## src/rtl/dmem_access_unit_if.sv

```systemverilog
// Bundle of CPU-side request/response and RAM-side signals for the data memory access unit.
// valid/ready: a request transfers on a rising edge where req_valid and req_ready are both high;
// the requester holds its payload stable while req_valid is high and req_ready is low.
// resp_valid is a single-cycle pulse with no backpressure.
interface dmem_access_unit_if #(
  parameter int ADDR_W = 11
);
  logic              req_valid;
  logic              req_ready;
  logic              req_we;
  logic [1:0]        req_size;
  logic              req_signed;
  logic [31:0]       req_addr;
  logic [31:0]       req_wdata;
  logic              resp_valid;
  logic [31:0]       resp_rdata;
  logic              resp_err;
  logic [ADDR_W-1:0] ram_addr;
  logic              ram_re;
  logic              ram_we;
  logic [31:0]       ram_wdata;
  logic [31:0]       ram_rdata;

  modport slave (
    input  req_valid, req_we, req_size, req_signed, req_addr, req_wdata, ram_rdata,
    output req_ready, resp_valid, resp_rdata, resp_err, ram_addr, ram_re, ram_we, ram_wdata
  );

  modport master (
    output req_valid, req_we, req_size, req_signed, req_addr, req_wdata, ram_rdata,
    input  req_ready, resp_valid, resp_rdata, resp_err, ram_addr, ram_re, ram_we, ram_wdata
  );
endinterface

```

## src/rtl/dmem_access_unit.sv

```systemverilog
// Byte-addressed load/store front end for a word-wide RAM without byte enables.
// Sub-word stores are done as read-modify-write; sub-word loads are lane-extracted and extended.
module dmem_access_unit #(
  parameter int ADDR_W    = 11,
  parameter bit RANGE_CHK = 1'b1
) (
  input  logic                clk,
  input  logic                rst_n,
  dmem_access_unit_if.slave   bus,
  output logic [2:0]          dbg_state_o
);

  typedef enum logic [2:0] {
    S_IDLE = 3'd0,
    S_RD   = 3'd1,
    S_WAIT = 3'd2,
    S_WR   = 3'd3,
    S_RESP = 3'd4
  } state_e;

  state_e            state_q;
  logic              we_q;
  logic              signed_q;
  logic [1:0]        size_q;
  logic [ADDR_W+1:0] addr_q;
  logic [31:0]       data_q;
  logic [31:0]       rdata_q;
  logic              err_q;

  logic              range_bad;
  logic              req_err;
  logic [7:0]        rd_byte;
  logic [15:0]       rd_half;
  logic [31:0]       load_val;
  logic [31:0]       merged;

  always_comb begin
    range_bad = RANGE_CHK && ((bus.req_addr >> (ADDR_W + 2)) != 32'd0);
    req_err   = (bus.req_size == 2'b11)
             || ((bus.req_size == 2'b01) && bus.req_addr[0])
             || ((bus.req_size == 2'b10) && (bus.req_addr[1:0] != 2'b00))
             || range_bad;
  end

  // Lane extraction and sign/zero extension of the word returned by the RAM.
  always_comb begin
    rd_byte = 8'h00;
    unique case (addr_q[1:0])
      2'd0: rd_byte = bus.ram_rdata[7:0];
      2'd1: rd_byte = bus.ram_rdata[15:8];
      2'd2: rd_byte = bus.ram_rdata[23:16];
      2'd3: rd_byte = bus.ram_rdata[31:24];
    endcase
    rd_half  = addr_q[1] ? bus.ram_rdata[31:16] : bus.ram_rdata[15:0];
    load_val = bus.ram_rdata;
    if (size_q == 2'b00) begin
      load_val = {{24{signed_q & rd_byte[7]}}, rd_byte};
    end else if (size_q == 2'b01) begin
      load_val = {{16{signed_q & rd_half[15]}}, rd_half};
    end
  end

  // Merge replaces only the addressed lane(s) of the old word.
  always_comb begin
    merged = bus.ram_rdata;
    if (size_q == 2'b00) begin
      unique case (addr_q[1:0])
        2'd0: merged[7:0]   = data_q[7:0];
        2'd1: merged[15:8]  = data_q[7:0];
        2'd2: merged[23:16] = data_q[7:0];
        2'd3: merged[31:24] = data_q[7:0];
      endcase
    end else if (addr_q[1]) begin
      merged[31:16] = data_q[15:0];
    end else begin
      merged[15:0] = data_q[15:0];
    end
  end

  always_ff @(posedge clk or negedge rst_n) begin
    if (!rst_n) begin
      state_q  <= S_IDLE;
      we_q     <= 1'b0;
      signed_q <= 1'b0;
      size_q   <= 2'b00;
      addr_q   <= '0;
      data_q   <= 32'd0;
      rdata_q  <= 32'd0;
      err_q    <= 1'b0;
    end else begin
      unique case (state_q)
        S_IDLE: begin
          if (bus.req_valid) begin
            we_q     <= bus.req_we;
            signed_q <= bus.req_signed;
            size_q   <= bus.req_size;
            addr_q   <= bus.req_addr[ADDR_W+1:0];
            data_q   <= bus.req_wdata;
            rdata_q  <= 32'd0;
            err_q    <= req_err;
            if (req_err) begin
              state_q <= S_RESP;
            end else if (bus.req_we && (bus.req_size == 2'b10)) begin
              state_q <= S_WR;
            end else begin
              state_q <= S_RD;
            end
          end
        end
        S_RD:   state_q <= S_WAIT;
        S_WAIT: begin
          if (we_q) begin
            data_q  <= merged;
            state_q <= S_WR;
          end else begin
            rdata_q <= load_val;
            state_q <= S_RESP;
          end
        end
        S_WR:    state_q <= S_RESP;
        S_RESP:  state_q <= S_IDLE;
        default: state_q <= S_IDLE;
      endcase
    end
  end

  // RAM strobes decode straight from state so reset cancels them without waiting for a clock.
  assign bus.req_ready  = (state_q == S_IDLE);
  assign bus.resp_valid = (state_q == S_RESP);
  assign bus.resp_rdata = rdata_q;
  assign bus.resp_err   = err_q;
  assign bus.ram_re     = (state_q == S_RD);
  assign bus.ram_we     = (state_q == S_WR);
  assign bus.ram_addr   = ((state_q == S_RD) || (state_q == S_WR)) ? addr_q[ADDR_W+1:2] : '0;
  assign bus.ram_wdata  = (state_q == S_WR) ? data_q : 32'd0;
  assign dbg_state_o    = state_q;

endmodule

```

## src/flat_wrapper.sv

```systemverilog
// flat-port wrapper written by rule: the top's interface ports become plain ports
module dmem_access_unit_flat 
#(
  parameter int ADDR_W    = 11,
  parameter bit RANGE_CHK = 1'b1
)
  (clk, rst_n, dbg_state_o, bus_req_valid, bus_req_we, bus_req_size, bus_req_signed, bus_req_addr, bus_req_wdata, bus_ram_rdata, bus_req_ready, bus_resp_valid, bus_resp_rdata, bus_resp_err, bus_ram_addr, bus_ram_re, bus_ram_we, bus_ram_wdata);
  dmem_access_unit_if #(.ADDR_W(ADDR_W)) bus_i ();
  input  logic clk;
  input  logic rst_n;
  output logic [2:0] dbg_state_o;
  input wire logic [$bits(bus_i.req_valid)-1:0] bus_req_valid;
  input wire logic [$bits(bus_i.req_we)-1:0] bus_req_we;
  input wire logic [$bits(bus_i.req_size)-1:0] bus_req_size;
  input wire logic [$bits(bus_i.req_signed)-1:0] bus_req_signed;
  input wire logic [$bits(bus_i.req_addr)-1:0] bus_req_addr;
  input wire logic [$bits(bus_i.req_wdata)-1:0] bus_req_wdata;
  input wire logic [$bits(bus_i.ram_rdata)-1:0] bus_ram_rdata;
  output wire logic [$bits(bus_i.req_ready)-1:0] bus_req_ready;
  output wire logic [$bits(bus_i.resp_valid)-1:0] bus_resp_valid;
  output wire logic [$bits(bus_i.resp_rdata)-1:0] bus_resp_rdata;
  output wire logic [$bits(bus_i.resp_err)-1:0] bus_resp_err;
  output wire logic [$bits(bus_i.ram_addr)-1:0] bus_ram_addr;
  output wire logic [$bits(bus_i.ram_re)-1:0] bus_ram_re;
  output wire logic [$bits(bus_i.ram_we)-1:0] bus_ram_we;
  output wire logic [$bits(bus_i.ram_wdata)-1:0] bus_ram_wdata;
  assign bus_i.req_valid = bus_req_valid;
  assign bus_i.req_we = bus_req_we;
  assign bus_i.req_size = bus_req_size;
  assign bus_i.req_signed = bus_req_signed;
  assign bus_i.req_addr = bus_req_addr;
  assign bus_i.req_wdata = bus_req_wdata;
  assign bus_i.ram_rdata = bus_ram_rdata;
  assign bus_req_ready = bus_i.req_ready;
  assign bus_resp_valid = bus_i.resp_valid;
  assign bus_resp_rdata = bus_i.resp_rdata;
  assign bus_resp_err = bus_i.resp_err;
  assign bus_ram_addr = bus_i.ram_addr;
  assign bus_ram_re = bus_i.ram_re;
  assign bus_ram_we = bus_i.ram_we;
  assign bus_ram_wdata = bus_i.ram_wdata;
  dmem_access_unit #(.ADDR_W(ADDR_W), .RANGE_CHK(RANGE_CHK)) u_core (.clk(clk), .rst_n(rst_n), .bus(bus_i), .dbg_state_o(dbg_state_o));
endmodule
```

## config.mk

```make
export PLATFORM = sky130hd
export DESIGN_NAME = dmem_access_unit_flat
export DESIGN_NICKNAME = d
export VERILOG_FILES = /design/src/rtl/dmem_access_unit_if.sv /design/src/rtl/dmem_access_unit.sv /design/src/flat_wrapper.sv
export SDC_FILE = /design/constraint.sdc
export NUM_CORES = 1
export LEC_CHECK = 0
export ABC_AREA = 1
export BUFFER_PORTS_ARGS = -buffer_cell sky130_fd_sc_hd__buf_2
export CAP_MARGIN = 20
export CORE_MARGIN = 8
export CORE_UTILIZATION = 35
export CTS_BUF_LIST = sky130_fd_sc_hd__clkbuf_16
export CTS_CLUSTER_SIZE = 10
export DETAILED_ROUTE_END_ITERATION = 16
export PLACE_DENSITY = 0.72
export SLEW_MARGIN = 20
export SYNTH_ARGS = -nofsm -noshare
export SYNTH_HDL_FRONTEND = slang
export SYNTH_SLANG_ARGS = --single-unit
export TNS_END_PERCENT = 5
```

## constraint.sdc

```tcl
create_clock -name clk -period 3.7 [get_ports clk]
set_input_delay 1.11 -clock clk [delete_from_list [all_inputs] [get_ports clk]]
set_output_delay 1.11 -clock clk [all_outputs]
set_load 0.01 [all_outputs]
```

# Yosys cells after proc, flatten, opt, wreduce, memory -nomap -nowiden
# Cells that the tools add are included.
[word_totals] wordCells=70 register_bits=85 in_bits=103 out_inout_bits=83
[op_classes] eq_ne=16 reduce_logical=18 bitwise_logic=2 muxes=24
[ops] cell="32-bit 2-to-1 mux" count=8
[ops] cell="32-bit one-hot mux with 2 select lines" count=2
[ops] cell="16-bit 2-to-1 mux" count=3
[ops] cell="8-bit 2-to-1 mux" count=4
[ops] cell="8-bit one-hot mux with 4 select lines" count=1
[ops] cell="32-bit nonzero test" count=1
[ops] cell="3-bit one-hot mux with 4 select lines" count=1
[ops] cell="11-bit 2-to-1 mux" count=1
[ops] cell="3-bit 2-to-1 mux" count=3
[ops] cell="2-bit == test (second input constant)" count=4
[ops] cell="2-bit by 1-bit == test with 1-bit output (second input constant)" count=3
[ops] cell="3-bit by 2-bit == test with 1-bit output (second input constant)" count=2
[ops] cell="3-bit AND reduction" count=2
[ops] cell="5-bit AND reduction" count=1
[ops] cell="2-bit zero test" count=2
[ops] cell="1-bit logical OR" count=4
[ops] cell="2-bit != test (second input constant)" count=2
[ops] cell="4-bit AND reduction" count=1
[ops] cell="2-bit nonzero test" count=2
[ops] cell="3-bit by 1-bit == test with 1-bit output (second input constant)" count=1
[ops] cell="3-bit == test (second input constant)" count=1
[ops] cell="1-bit logical AND" count=3
[ops] cell="3-bit zero test" count=1
[ops] cell="3-bit by 1-bit != test with 1-bit output (second input constant)" count=1
[ops] cell="other kinds (5)" count=6

# Depth between registers and ports, before layout
# Gate-level depths: netlist of run 1.
[logic_depth] depth_word=8 mapped_depth=10

# Worst setup path before layout of run 1
# OpenSTA, ideal clock, no wires.
[synth_path] path_type="register to output" start="register u_core.state_q[0], in the netlist u_core.dbg_state_o[0]" end="output bus_ram_wdata[10]" path_stages_with_launch=8 path_slack_ps=1165 arrival_ps=1425 required_time_ps=2590 cell_sequence="dfrtp_1 inv_1 nor2_1 inv_1 nor2_1 inv_1 clkbuf_1 nor2_1"
[synth_between] elab_chain_cells=2
[synth_lines] item="start, declared" line="dmem_access_unit.sv:21" rtl="state_e state_q;"
[synth_lines] item="start signal, assigned" line="dmem_access_unit.sv:82" rtl="state_q <= S_IDLE;"
[synth_lines] item="start signal, assigned" line="dmem_access_unit.sv:102" rtl="state_q <= S_RESP;"
[synth_lines] item="start signal, assigned" line="dmem_access_unit.sv:104" rtl="state_q <= S_WR;"
[synth_lines] item="3-bit by 2-bit == test with 1-bit output"
[synth_lines] item="via bus_ram_we" line="flat_wrapper.sv:25" rtl="output wire logic [$bits(bus_i.ram_we)-1:0] bus_ram_we;"
[synth_lines] item="32-bit 2-to-1 mux" line="dmem_access_unit.sv:135" rtl="assign bus.ram_wdata = (state_q == S_WR) ? data_q : 32'd0;"
[synth_lines] item="end, declared" line="flat_wrapper.sv:26" rtl="output wire logic [$bits(bus_i.ram_wdata)-1:0] bus_ram_wdata;"
# The timed path passes the listed nets, and every way through them passes these cells.

# Final worst setup path of run 1
[layout_path] start="register u_core.state_q[0], in the netlist u_core.dbg_state_o[0]" end="output bus_ram_wdata[28]"
[layout_between] elab_chain_cells=2
[layout_lines] item="3-bit by 2-bit == test with 1-bit output" line="dmem_access_unit.sv:135"
[layout_lines] item="32-bit 2-to-1 mux" line="dmem_access_unit.sv:135"
# No other way between the ends.

==> results of run 1 <==
## placed cells by master, fill, tap and decap left out
master      count
nand3_2         1
dfrtp_1        85
clkinvlp_4      1
bufinv_16       1
clkinv_2        5
a21oi_4         1
o21ai_0        56
o21ai_1        19
nor2_1         90
a31oi_1         8
nand2_4         4
o2111ai_1       1
nand2_1       166
buf_2         184
clkbuf_16       9
nor2_8          3
buf_6           1
o21ai_2        24
diode_2         2
inv_1          78
inv_4           1
nand2_2         5
o211ai_1       14
a21oi_2         2
inv_2           4
nor2_4          3
o21ai_4         1
buf_4           3
nand4_1         6
nand3_4         1
mux2i_1         5
clkinv_4        1
a21oi_1        51
nor3_1          9
nand3_1        30
## where the power goes
part / total [mW] / internal, mW / switching (mW)
combinational: 1.54 / 0.461 / 1.08
clock: 0.908 / 0.519 / 0.388
sequential: 1.44 / 1.21 / 0.231
total: 3.88 / 2.19 / 1.70
## cells in the mapped netlist
| library cell | n |
|---|---|
| a21oi_1 | 51 |
| a21oi_2 | 2 |
| a21oi_4 | 1 |
| a31oi_1 | 8 |
| buf_1 | 3 |
| buf_2 | 12 |
| buf_4 | 1 |
| buf_6 | 6 |
| clkbuf_1 | 13 |
| clkinv_2 | 1 |
| dfrtp_1 | 85 |
| inv_1 | 78 |
| inv_2 | 4 |
| inv_4 | 1 |
| mux2i_1 | 5 |
| nand2_1 | 167 |
| nand2_2 | 4 |
| nand2_4 | 4 |
| nand3_1 | 30 |
| nand3_2 | 1 |
| nand3_4 | 1 |
| nand4_1 | 6 |
| nor2_1 | 90 |
| nor2_4 | 3 |
| nor2_8 | 3 |
| nor3_1 | 9 |
| o2111ai_1 | 1 |
| o211ai_1 | 14 |
| o21ai_0 | 56 |
| o21ai_1 | 19 |
| o21ai_2 | 24 |
| o21ai_4 | 1 |
## cell type report
type / instances / area [µm²] / share of cell area (%)
timing repair buffer: 188 / 955 / 14.9
multi-input combinational: 500 / 2500 / 38.9
antenna: 2 / 5.00 / 0.0779
clock buffer: 9 / 225 / 3.51
tap: 184 / 230 / 3.58
clock inverter: 7 / 66.3 / 1.03
sequential: 85 / 2130 / 33.1
inverter: 84 / 319 / 4.97
## tightest hold or removal path: cells and delay by family (launching register included)
family           cells  cell delay [ps]
AND/OR/NAND/NOR      1               60
AO/OA/AOI/OAI        1               50
flip-flops           1              340
## worst paths after layout
check / cells after the start / to / startpoint / slack, ps
worst min register to register: 2 / u_core.bus.resp_rdata[22]$_DFFE_PN0P_ / u_core.bus.resp_rdata[22]$_DFFE_PN0P_ / 480
max in group asynchronous: 1 / u_core.addr_q[5]$_DFFE_PN0P_ / rst_n / 2320
worst min-delay path: 2 / u_core.bus.resp_rdata[22]$_DFFE_PN0P_ / u_core.bus.resp_rdata[22]$_DFFE_PN0P_ / 480
worst max register to register: 6 / u_core.bus.resp_rdata[13]$_DFFE_PN0P_ / u_core.addr_q[1]$_DFFE_PN0P_ / 1270
worst max-delay path: 8 / bus_ram_wdata[28] / u_core.dbg_state_o[0]$_DFFE_PN0N_ / 600
min in group asynchronous: 1 / u_core.data_q[19]$_DFFE_PN0P_ / rst_n / 820
## per-layer routing
layer,share of wire (%),vias up
met5,0,-
met4,2.8,0
met3,8.9,30
met2,45,223
met1,43,2449
li1,-,2614
## through the flow
step / hold WS, ps / setup slack [ps]
global placement: 461 / 1030
global route: 494 / 363
finish: 476 / 604
CTS: 481 / 557
floorplan: 449 / 1170
detailed placement: 466 / 953
## registers in the layout, summed over array words and instances, names as in the netlist
| name | count |
|---|---|
| u_core.bus.resp_err | 1 |
| u_core.dbg_state_o | 3 |
| u_core.addr_q | 13 |
| u_core.we_q | 1 |
| u_core.size_q | 2 |
| u_core.bus.resp_rdata | 32 |
| u_core.data_q | 32 |
| u_core.signed_q | 1 |
## cell families after synthesis
family                 Yosys count  share of synthesized area, %
AO/OA/AOI/OAI                  177                          20.5
buffers and inverters          119                          10.0
flip-flops                      85                          41.4
multiplexers                     5                         0.975
AND/OR/NAND/NOR                318                          27.0
==> flow_metrics.env, run 1 <==
export IMPL_max_slew_margin_pct=40.8
export IMPL_dieArea_um2=18800
export IMPL_io_pins=186
export IMPL_fin_nets=971
export IMPL_die_h_um=137
export IMPL_hp_class="register to register"
export IMPL_grt_pass1_wl_um=27100
export IMPL_rows=44
export IMPL_drive_gt1_share_pct=29.2
export IMPL_wl_per_cell_um=16.8
export IMPL_grt_overflow=0
export IMPL_gp_congestion=0.959
export IMPL_crit_type="register to output pin"
export IMPL_fillers=1540
export IMPL_power_density_nw_per_um2=604
export IMPL_hpwl_um=13700
export IMPL_finalHoldViolations=0
export IMPL_arrival_ps=1990
export IMPL_status="finished, final reports clean"
export IMPL_netlist_area_um2=5130
export IMPL_grt_use_met3_pct=5.25
export IMPL_avgSynthCellArea_um2=7.29
export IMPL_crit_family="buffers and inverters"
export IMPL_final_area_um2=6420
export IMPL_final_util_pct=44.5
export IMPL_post_route_min_period_ps=3100
export IMPL_num_vias=5316
export IMPL_setup_tns_ps=0
export IMPL_maxCapViolCount=0
export IMPL_cp_num_buf_inv=5
export IMPL_clock_sinks=85
export IMPL_syn_instance_count=704
export IMPL_ir_drop_mv=0.304
export IMPL_slew_viol_final=0
export IMPL_drt_wl_total_um=17800
export IMPL_fmax_mhz=323
export IMPL_grt_pass1_vias=4969
export IMPL_vias_per_cell=5.02
export IMPL_core_um2=14400
export IMPL_path_cells="inv_1 -> nor2_1 -> inv_1 -> nor2_1 -> inv_1 -> buf_4 -> nor2_1 -> buf_2"
export IMPL_required_ps=2590
export IMPL_die_w_um=137
export IMPL_power_total_mw=3.88
export IMPL_synth_top_area_share_pct=41.4
export IMPL_ys_warnings_count=0
export IMPL_end_kind="output pin"
export IMPL_critPathMaxStageDelay_ps=440
export IMPL_cts_clk_slew_worst_paths_ps=60
export IMPL_rsz0062_at_grt="no"
export IMPL_leakagePower_nw=3.52
export IMPL_grt_total_usage_pct=18.9
export IMPL_grt_busiest_layer="met2"
export IMPL_tightest_slew_ps=885
export IMPL_cts_htree_levels=3
export IMPL_synth_area_leaders="dfrtp_1 (41%), nand2_1 (12%), nor2_1 (6.6%)"
export IMPL_ys_seq_elements=85
export IMPL_final_cells=1059
export IMPL_synth_fp_nets=807
export IMPL_post_route_period_util_pct=83.7
export IMPL_cp_slowest_cell="dfrtp_1"
export IMPL_areaGrowthSynthToFinish_pct=25.1
export IMPL_synth_seq_area_share_pct=41.4
export IMPL_post_cts_buffers=0
export IMPL_antenna_found_initial=1
export IMPL_dpl_cell_area_um2=6120
export IMPL_clk_latency_ps=350
export IMPL_grt_max_degree=86
export IMPL_holdBufCountCts=0
export IMPL_numPortBuffers=185
export IMPL_met1_usage_pct=25.0
export IMPL_grt_use_met2_pct=28.2
export IMPL_fin_skew_ps=10.3
export IMPL_clockRootBuffer="clkbuf_16"
export IMPL_drt_pass1_iter_count=6
export IMPL_initial_utilization_pct=35.6
export IMPL_start_kind="register"
export IMPL_antenna_left=0
export IMPL_drt_initial_drc_count=348
export IMPL_cts_tree="done"
export IMPL_synth_top_area_cell="dfrtp_1"
export IMPL_finalSetupViolCount=0
export IMPL_cp_max_fo=32
export IMPL_cts_resized=0
export IMPL_synth_distinct_cells=32
export IMPL_dp_cells=1041
export IMPL_drc=0
export IMPL_cts_made_buffers=9
export IMPL_clock_path_buffers=2
Note: power is estimated with default switching activity, not from simulation.
==> run 2: changes to the inputs <==
--- a/config.mk
+++ b/config.mk
@@ -13,7 +13,7 @@
 export CTS_BUF_LIST = sky130_fd_sc_hd__clkbuf_16
 export CTS_CLUSTER_SIZE = 10
 export DETAILED_ROUTE_END_ITERATION = 16
-export PLACE_DENSITY = 0.72
+export PLACE_DENSITY = 0.74
 export SLEW_MARGIN = 20
 export SYNTH_ARGS = -nofsm -noshare
 export SYNTH_HDL_FRONTEND = slang
==> constraint.sdc (replaced) <==
create_clock -name clk -period 2.54 [get_ports clk]
set_input_delay 0.762 -clock clk [delete_from_list [all_inputs] [get_ports clk]]
set_output_delay 0.762 -clock clk [all_outputs]
set_load 0.01 [all_outputs]
==> run 2 against run 1 <==
Register-to-register slack worse by 740 ps. Critical path type unchanged. Via count up 1.3%. Clock power up 46%. Core utilization up 1.2 points. Die area unchanged. Critical path depth unchanged. Sequential cell count unchanged. Worst setup slack worse by 460 ps.
==> flow_metrics.env, run 2 (synthesis results as in run 1) <==
export IMPL_fin_nets=989
export IMPL_drt_initial_drc_count=352
export IMPL_post_route_period_util_pct=94.5
export IMPL_critPathLaunch="u_core.dbg_state_o[2]$_DFFE_PN0N_"
export IMPL_max_slew_margin_pct=61.1
export IMPL_leakagePower_nw=3.60
export IMPL_initial_utilization_pct=35.6
export IMPL_finalHoldViolations=0
export IMPL_drt_pass1_iter_count=5
export IMPL_holdBufCountCts=0
export IMPL_rows=44
export IMPL_slew_viol_final=0
export IMPL_gp_congestion=0.948
export IMPL_power_density_nw_per_um2=872
export IMPL_antenna_left=0
export IMPL_arrival_ps=1640
export IMPL_fin_skew_ps=8.24
export IMPL_cts_made_buffers=9
export IMPL_maxCapViolCount=0
export IMPL_multi_input_area_um2=2510
export IMPL_num_vias=5387
export IMPL_antenna_found_initial=0
export IMPL_clock_sinks=85
export IMPL_hp_class="input pin to async pin"
export IMPL_start_kind="register"
export IMPL_grt_max_degree=39
export IMPL_post_route_min_period_ps=2400
export IMPL_clockRootBuffer="clkbuf_16"
export IMPL_final_area_um2=6600
export IMPL_hpwl_um=14200
export IMPL_areaGrowthSynthToFinish_pct=28.4
export IMPL_setup_tns_ps=0
export IMPL_drc=0
export IMPL_cts_tree="done"
export IMPL_die_h_um=137
export IMPL_cts_htree_levels=3
export IMPL_cts_clk_slew_worst_paths_ps=70
export IMPL_final_cell_mix="buf_2 (184), nand2_1 (167), nor2_1 (87)"
export IMPL_fmax_mhz=417
export IMPL_required_ps=1780
export IMPL_clk_latency_ps=350
export IMPL_grt_overflow=0
export IMPL_rsz0062_at_grt="no"
export IMPL_clock_path_buffers=2
export IMPL_wl_per_cell_um=16.9
export IMPL_drt_wl_total_um=18200
export IMPL_layout_commonest_cell="buf_2"
export IMPL_finalSetupViolCount=0
export IMPL_die_w_um=137
export IMPL_core_um2=14400
export IMPL_dpl_cell_area_um2=6220
export IMPL_ir_drop_mv=0.398
export IMPL_cp_max_fo=16
export IMPL_numPortBuffers=185
export IMPL_vias_per_cell=5.01
export IMPL_io_pins=186
export IMPL_status="finished, final reports clean"
export IMPL_grt_pass1_wl_um=28000
export IMPL_seq_area_um2=2130
export IMPL_grt_total_usage_pct=19.3
export IMPL_fillers=1508
export IMPL_grt_pass1_vias=5358
export IMPL_regToRegStartpoint="u_core.size_q[1]$_DFFE_PN0P_"
export IMPL_end_kind="output pin"
export IMPL_dieArea_um2=18800
export IMPL_drive_gt1_share_pct=30.9
export IMPL_tightest_slew_ps=583
export IMPL_crit_type="register to output pin"
[run 2: changes by cell type in the layout (fill, tap and decap cells not counted), sizes merged]
| cell | before | now |
|---|---|---|
| buf | 188 | 205 |
| diode | 2 | 1 |
| clkinvlp | 1 | 4 |
| clkinv | 6 | 4 |
[run 2: worst paths after layout]
kind	endpoint	depth (start not counted)	slack, ps
max	bus_ram_wdata[4]	8	140
min	u_core.data_q[24]$_DFFE_PN0P_	1	370
min in group clk	u_core.bus.resp_rdata[19]$_DFFE_PN0P_	2	480
max in group asynchronous	u_core.bus.resp_err$_DFFE_PN0P_	2	1580
max reg2reg	u_core.data_q[2]$_DFFE_PN0P_	9	530
min reg2reg	u_core.bus.resp_rdata[19]$_DFFE_PN0P_	2	480
[run 2: what timing repair did]
action,in CTS,in global routing
gates resized for setup,4,4
setup endpoints to repair,32,32
setup buffers,4,2
gates cloned,1,0
pin swaps,1,1
[run 2: power breakdown]
part | internal (mW) | total, mW | switching (mW) | leakage, nW
Sequential | 1.76 | 2.07 | 0.308 | 1.07
Clock | 0.765 | 1.33 | 0.565 | 0.140
Combinational | 0.734 | 2.36 | 1.62 | 2.39
[run 2: through the flow]
| stage | std cells | hold WS (ps) | setup WS (ps) | total power [mW] | util [%] |
|---|---|---|---|---|---|
| after floorplan | 704 | 449 | 353 | 3.74 | - |
| after global placement | 1052 | 462 | 259 | 4.34 | 43.1 |
| after detailed placement | 1052 | 464 | 176 | 4.39 | 43.1 |
| after CTS | 1073 | 373 | 21.3 | 5.76 | 45.5 |
| after global routing | 1075 | 387 | 21.3 | 6.17 | 45.7 |
| final | 1076 | 366 | 140 | 5.75 | 45.7 |
[run 2: per-layer routing]
layer | routed length (µm) | up-vias | global-route usage (%)
met1 | 7520 | 2486 | 24.7
met2 | 8450 | 231 | 30.3
met4 | 327 | 0 | 5.97
li1 | - | 2650 | -
met5 | 0 | - | 0
met3 | 1900 | 20 | 6.24
[run 2: cell type report]
cell class | count | area share, %
Multi-Input combinational cell | 500 | 38.0
Sequential cell | 85 | 32.3
Timing Repair Buffer | 205 | 16.7
Inverter | 84 | 4.89
Tap cell | 184 | 3.49
Clock buffer | 9 | 3.41
Clock inverter | 7 | 1.14
Timing Repair inverter | 1 | 0.114
Antenna cell | 1 | 0.0379
[run 2: worst max-delay path, stage by stage, from the launching register on]
cell and delay, ps:
dfrtp_1 390, nor2_2 100, inv_1 70, nor2_4 100
buf_4 150, clkinvlp_4 80, buf_6 160, nor2_1 100
buf_2 140
